### src/rtl/fetch_pc_select.sv
// Fetch-side PC selection for the Y86-64 pipeline: owns F_predPC, picks f_pc,
// suppresses fetch after ret/halt and counts issued fetches.
module fetch_pc_select #(
  parameter logic [63:0] RESET_PC = 64'h0,
  parameter int unsigned CNT_W    = 32
) (
  input  logic             clk,
  input  logic             reset,
  input  logic [3:0]       f_icode,
  input  logic [63:0]      f_valC,
  input  logic [63:0]      f_valP,
  input  logic             f_imem_error,
  input  logic             F_stall,
  input  logic [3:0]       M_icode,
  input  logic             M_cnd,
  input  logic [63:0]      M_valA,
  input  logic [3:0]       W_icode,
  input  logic [63:0]      W_valM,
  output logic [63:0]      f_pc,
  output logic             f_bubble,
  output logic [63:0]      F_predPC,
  output logic             halted,
  output logic             ret_pending,
  output logic [CNT_W-1:0] fetch_count
);

  localparam logic [3:0]       I_HALT  = 4'd0;
  localparam logic [3:0]       I_JXX   = 4'd7;
  localparam logic [3:0]       I_CALL  = 4'd8;
  localparam logic [3:0]       I_RET   = 4'd9;
  localparam logic [3:0]       I_MAX   = 4'd11;
  localparam logic [CNT_W-1:0] CNT_ONE = 1;

  typedef enum logic [1:0] {
    RUN      = 2'd0,
    RET_WAIT = 2'd1,
    HALT     = 2'd2
  } state_t;

  state_t           state_reg, state_next, eff_state;
  logic [63:0]      pred_reg;
  logic [CNT_W-1:0] count_reg;
  logic             mispredict, wret, issue;
  logic [63:0]      pred;

  assign mispredict = (M_icode == I_JXX) && !M_cnd;
  assign wret       = (W_icode == I_RET);

  assign f_pc = mispredict ? M_valA :
                wret       ? W_valM : pred_reg;

  assign pred = ((f_icode == I_JXX) || (f_icode == I_CALL)) ? f_valC : f_valP;

  // A mispredict means any pending ret/halt was on the wrong path.
  always_comb begin
    eff_state = state_reg;
    if (mispredict)
      eff_state = RUN;
    else if ((state_reg == RET_WAIT) && wret)
      eff_state = RUN;
  end

  assign f_bubble = (eff_state != RUN);
  assign issue    = !f_bubble && (!F_stall || mispredict);

  always_comb begin
    state_next = eff_state;
    if (issue) begin
      if (f_imem_error || (f_icode > I_MAX) || (f_icode == I_HALT))
        state_next = HALT;
      else if (f_icode == I_RET)
        state_next = RET_WAIT;
      else
        state_next = RUN;
    end else if (F_stall && wret && !mispredict && (state_reg == RET_WAIT)) begin
      // A stalled ret release is not consumed; wait for it to be presented again.
      state_next = RET_WAIT;
    end
  end

  always_ff @(posedge clk or posedge reset) begin
    if (reset) begin
      pred_reg  <= RESET_PC;
      state_reg <= RUN;
      count_reg <= '0;
    end else begin
      state_reg <= state_next;
      if (issue) begin
        pred_reg  <= pred;
        count_reg <= count_reg + CNT_ONE;
      end
    end
  end

  assign F_predPC    = pred_reg;
  assign halted      = (state_reg == HALT);
  assign ret_pending = (state_reg == RET_WAIT);
  assign fetch_count = count_reg;

endmodule

### config.mk
export PLATFORM = sky130hd
export DESIGN_NAME = fetch_pc_select
export DESIGN_NICKNAME = d
export VERILOG_FILES = /design/src/rtl/fetch_pc_select.sv
export SDC_FILE = /design/constraint.sdc
export NUM_CORES = 1
export LEC_CHECK = 0
export ABC_AREA = 1
export BUFFER_PORTS_ARGS = -buffer_cell sky130_fd_sc_hd__buf_2
export CORE_AREA = 8 8 162 164
export CTS_BUF_LIST = sky130_fd_sc_hd__clkbuf_2 sky130_fd_sc_hd__clkbuf_4 sky130_fd_sc_hd__clkbuf_8
export DETAILED_ROUTE_END_ITERATION = 8
export DIE_AREA = 0 0 170 172
export SLEW_MARGIN = 20
export SYNTH_ARGS = -nofsm -noshare
export SYNTH_HDL_FRONTEND = slang
export SYNTH_SLANG_ARGS = --single-unit
export TNS_END_PERCENT = 50
### constraint.sdc
create_clock -name clk -period 8.01 [get_ports clk]
set_input_delay 1.2015 -clock clk [delete_from_list [all_inputs] [get_ports clk]]
set_output_delay 1.2015 -clock clk [all_outputs]
set_load 0.05 [all_outputs]
Word-level counts from Yosys, hierarchy flattened --
Cells that the tools add are included.
Word-level totals: logic and storage cells 37, output and inout bits 163, input port bits 273, register bits after elaboration 98
Cells by class: add/sub/neg operators 1, $lt $le $gt $ge 1, reduce and logical (&&, ||, !) cells 16, equal/unequal tests 7, multiplexer cells 9
Operators by type and width (count):
- 2-to-1 mux 64 bit | 3
- adder 32 x 1 -> 32 bit (second input constant) | 1
- equality test 4 bit (second input constant) | 3
- 2-to-1 mux 2 bit | 5
- equality test 4 x 3 -> 1 bit (second input constant) | 2
- logical AND 1 bit | 6
- > comparator 4 bit (second input constant) | 1
- logical NOT 1 bit | 4
- logical NOT 4 bit | 1
- logical OR 1 bit | 4
- equality test 2 x 1 -> 1 bit (second input constant) | 1
- equality test 2 bit (second input constant) | 1
- nonzero test 2 bit | 1
- 2-to-1 mux 1 bit | 1

Depth between registers and ports, before layout --
word-level depth 8, mapped depth 10, mapped depth without buffers 10

Least setup slack after synthesis --
Ideal clock, no wire load.
path type input to output, start input port W_icode[3], end output port f_pc[10], cell stages on the path 7, path buffers 2, setup slack 4.028 ns, data arrival time 2.781 ns, data required time 6.808 ns, path through nand2_1 > inv_1 > nand2_1 > buf_2 > buf_1 > nand2_1 > a31oi_1
Between the ends: longest elaborated chain between the ends 3
RTL lines:
- start: declaration | line 17 | input logic [3:0] W_icode,
- equality test 4 bit | line 47 | assign wret = (W_icode == I_RET);
- 2-to-1 mux 64 bit | line 50 | wret ? W_valM : pred_reg;
- 2-to-1 mux 64 bit | line 49 | assign f_pc = mispredict ? M_valA :
- end: declaration | line 19 | output logic [63:0] f_pc,
Every way passes these cells.

Final worst setup path --
start input port M_icode[1], end output port f_bubble
Between the ends: longest elaborated chain between the ends 4
RTL lines:
- start: declaration | line 14 | input logic [3:0] M_icode,
- equality test 4 x 3 -> 1 bit | line 46 | assign mispredict = (M_icode == I_JXX) && !M_cnd;
- logical AND 1 bit | line 46
- 2-to-1 mux 2 bit | line 57 | if (mispredict)
- nonzero test 2 bit | line 63 | assign f_bubble = (eff_state != RUN);
- end: declaration | line 20 | output logic f_bubble,
Every way passes these cells.

==> flow_summary.ini <==
[run_status]
status = finished clean

[logic_synthesis]
postSynthCellCount = 1136
synth_warnings = 0
post_synth_num_cell_types = 24
ys_seq_area_frac = 0.356
yosys.area.top_type_share = 0.356
synth.net_count = 1410
syn_avg_cell_area_um2 = 6.06
ys_seq_elements = 98
synth_area_leaders = dfrtp_1 36%, nand2_1 33%, nor2_1 6.9%
yosys.area.top_type = dfrtp_1
netlist_area_um2 = 6890

[clock_tree]
cts_resized = 0
root_buffer = clkbuf_8
clkSinkCount = 98
htreeDepth = 3
cts_tree = yes
clock_latency_ns = 0.37
cts_setup_buffers = 0
cts_max_path_buffers = 2
numCtsBuffers = 9
cts_hold_buf = 0
clk_pin_slew_ns = 0.09

[detailed_routing]
vias = 8696
wl_met3_um = 2620
route.met2.wl_um = 15100
drt_pass1_iterations = 6
top_layer = met5
drt-wirelength-per-cell_um = 17.3
viasPerCell = 4.69
drc_errors = 0
antenna_left = 0
drt_wl_total_um = 32000
first_iter_violations = 667
met1_length_um = 13300

[floorplanning]
num_io_pins = 436
core_area_um2 = 23800
design.die.area_um2 = 29200
rows = 57
die_y_um = 172
die_w_um = 170
start_util = 0.289

[sta]
period_share = 0.602
slew_headroom = 0.374
rsz0062_at_grt = no
fmax_mhz = 208
hold_viol = 0
slew_violations = 0
final.setup.worst_slack_ns = 3.19
worst_slew_pin_slew_ns = 0.939
fin_tns_setup_ns = 0
layout_min_cycle_time_ns = 4.82
finalSetupViolations = 0
fin_skew_ns = 0.00976

[critical_path]
worstSetupPathType = input pin to primary output
cp_common_cell = buf_2
cpPeakStageDelay_ns = 0.65
crit_path_max_fanout = 67
worstSetupEndpointType = primary output
slowest_stage = buf_4
crit_buf_inv = 3
cp.arrival_ns = 3.62
crit_chain = buf_2, nand2_1, nor2_1, nand2_4, buf_4, nand3_1, nand2_2, buf_2
cp.required_ns = 6.81
startpoint_type = input pin
crit_family = simple AND/OR/NAND/NOR gates

[placement]
gp_congestion = 0.916
io_buffers = 435
pre_cts_ws_ns = 3.23
dp_cells = 1835
dpl.hpwl_um = 24700

[global_routing]
grt_first_pass_wirelength_um = 47300
grt_pass1_vias = 8356
grt_overflow = 0
grt_max_degree = 83
grt.total_usage = 0.206
antenna_found_initial = 5

[min_path]
min_path_type = register to register

[final_layout]
ff_latch_area_um2 = 2450
multi_input_area_um2 = 3910
area_growth_pct = 36.1
utilization = 0.393
final-instance-count-excl-fill = 1853
layout.nets = 1796
layout-drive-gt1-share = 0.309
fill_cells = 2668
largest_reg_flops = 64

[power_and_ir_drop]
p_leak_uw = 0.00544
p_per_area_nw_per_um2 = 344
peakVddDrop_mv = 0.226
finalPower_uw = 3230

[flow_run]
drv_cap = 0
[final timing paths]
path,from,end,slack (ns),cells after the start
min,F_predPC[15]$_DFFE_PP0P_,F_predPC[15]$_DFFE_PP0P_,0.50,2
max reg2reg,state_reg[1]$_DFF_PP0_,F_predPC[22]$_DFFE_PP0P_,5.23,8
min in group asynchronous,reset,F_predPC[29]$_DFFE_PP0P_,0.98,2
max in group asynchronous,reset,F_predPC[55]$_DFFE_PP0P_,6.03,3
min reg2reg,F_predPC[15]$_DFFE_PP0P_,F_predPC[15]$_DFFE_PP0P_,0.50,2
max,M_icode[1],f_bubble,3.19,8
[cells in the mapped netlist]
master / instances
a21oi_1: 1
a31oi_1: 64
and2_1: 4
buf_1: 11
buf_2: 14
buf_4: 1
buf_6: 14
clkbuf_1: 27
dfrtp_1: 98
ha_1: 1
inv_1: 44
inv_2: 2
nand2_1: 609
nand2_2: 2
nand2_4: 1
nand3_1: 85
nand4_1: 4
nor2_1: 126
nor2_2: 2
nor2_4: 2
o21a_1: 1
o21ai_0: 10
xnor2_1: 6
xor2_1: 7
[cell type report]
class / count / area share
timing repair buffer: 442 / 0.238
clock buffer: 10 / 0.0140
clock inverter: 6 / 0.00694
antenna: 2 / 0.000534
tap: 324 / 0.0433
inverter: 46 / 0.0187
sequential: 98 / 0.262
multi-input combinational: 925 / 0.417
[where the power goes]
part	switching (uW)	internal, uW
Combinational	1620	439
Sequential	168	658
Clock	189	150
[worst reg2reg max path, delay by kind of cell, from the launching register on]
kind / cells / cell delay (ns)
and+or+nand+nor: 7 / 1.69
buffers and inverters: 1 / 0.61
DFF: 1 / 0.43
[metrics by stage]
stage	hold WS (ns)	cell area [um2]
floorplan	0.565	6890
global placement	0.475	9170
detailed placement	0.481	9170
CTS	0.505	9370
global route	0.519	9370
finish	0.501	9370
[kinds of logic (layout without fill, tap and decap cells)]
family | after synthesis | after routing | share of synthesized area
compound gates | 76 | 76 | 0.0672
xor+xnor | 13 | 13 | 0.0165
fa+ha+maj | 1 | 1 | 0.00182
buf+inv | 113 | 504 | 0.0800
flops | 98 | 98 | 0.356
other cells | 0 | 2 | 0
simple gates | 835 | 835 | 0.478
[layer usage]
layer	vias up	global-route usage
li1	4324	-
met1	3939	0.260
met3	55	0.0461
met2	372	0.341
met5	-	0
met4	6	0.0778
[layout by cell type, fill, tap and decap left out, types with 4 or more instances in the layout]
| master | count |
|---|---|
| dfrtp_1 | 98 |
| and2_1 | 4 |
| nand2_2 | 4 |
| nor2_1 | 126 |
| a31oi_1 | 64 |
| nand2_1 | 606 |
| xnor2_1 | 6 |
| nand4_1 | 4 |
| clkbuf_8 | 9 |
| xor2_1 | 7 |
| o21ai_0 | 10 |
| buf_2 | 435 |
| inv_1 | 43 |
| buf_4 | 7 |
| nand3_1 | 84 |
(Power assumes the default switching activity.)
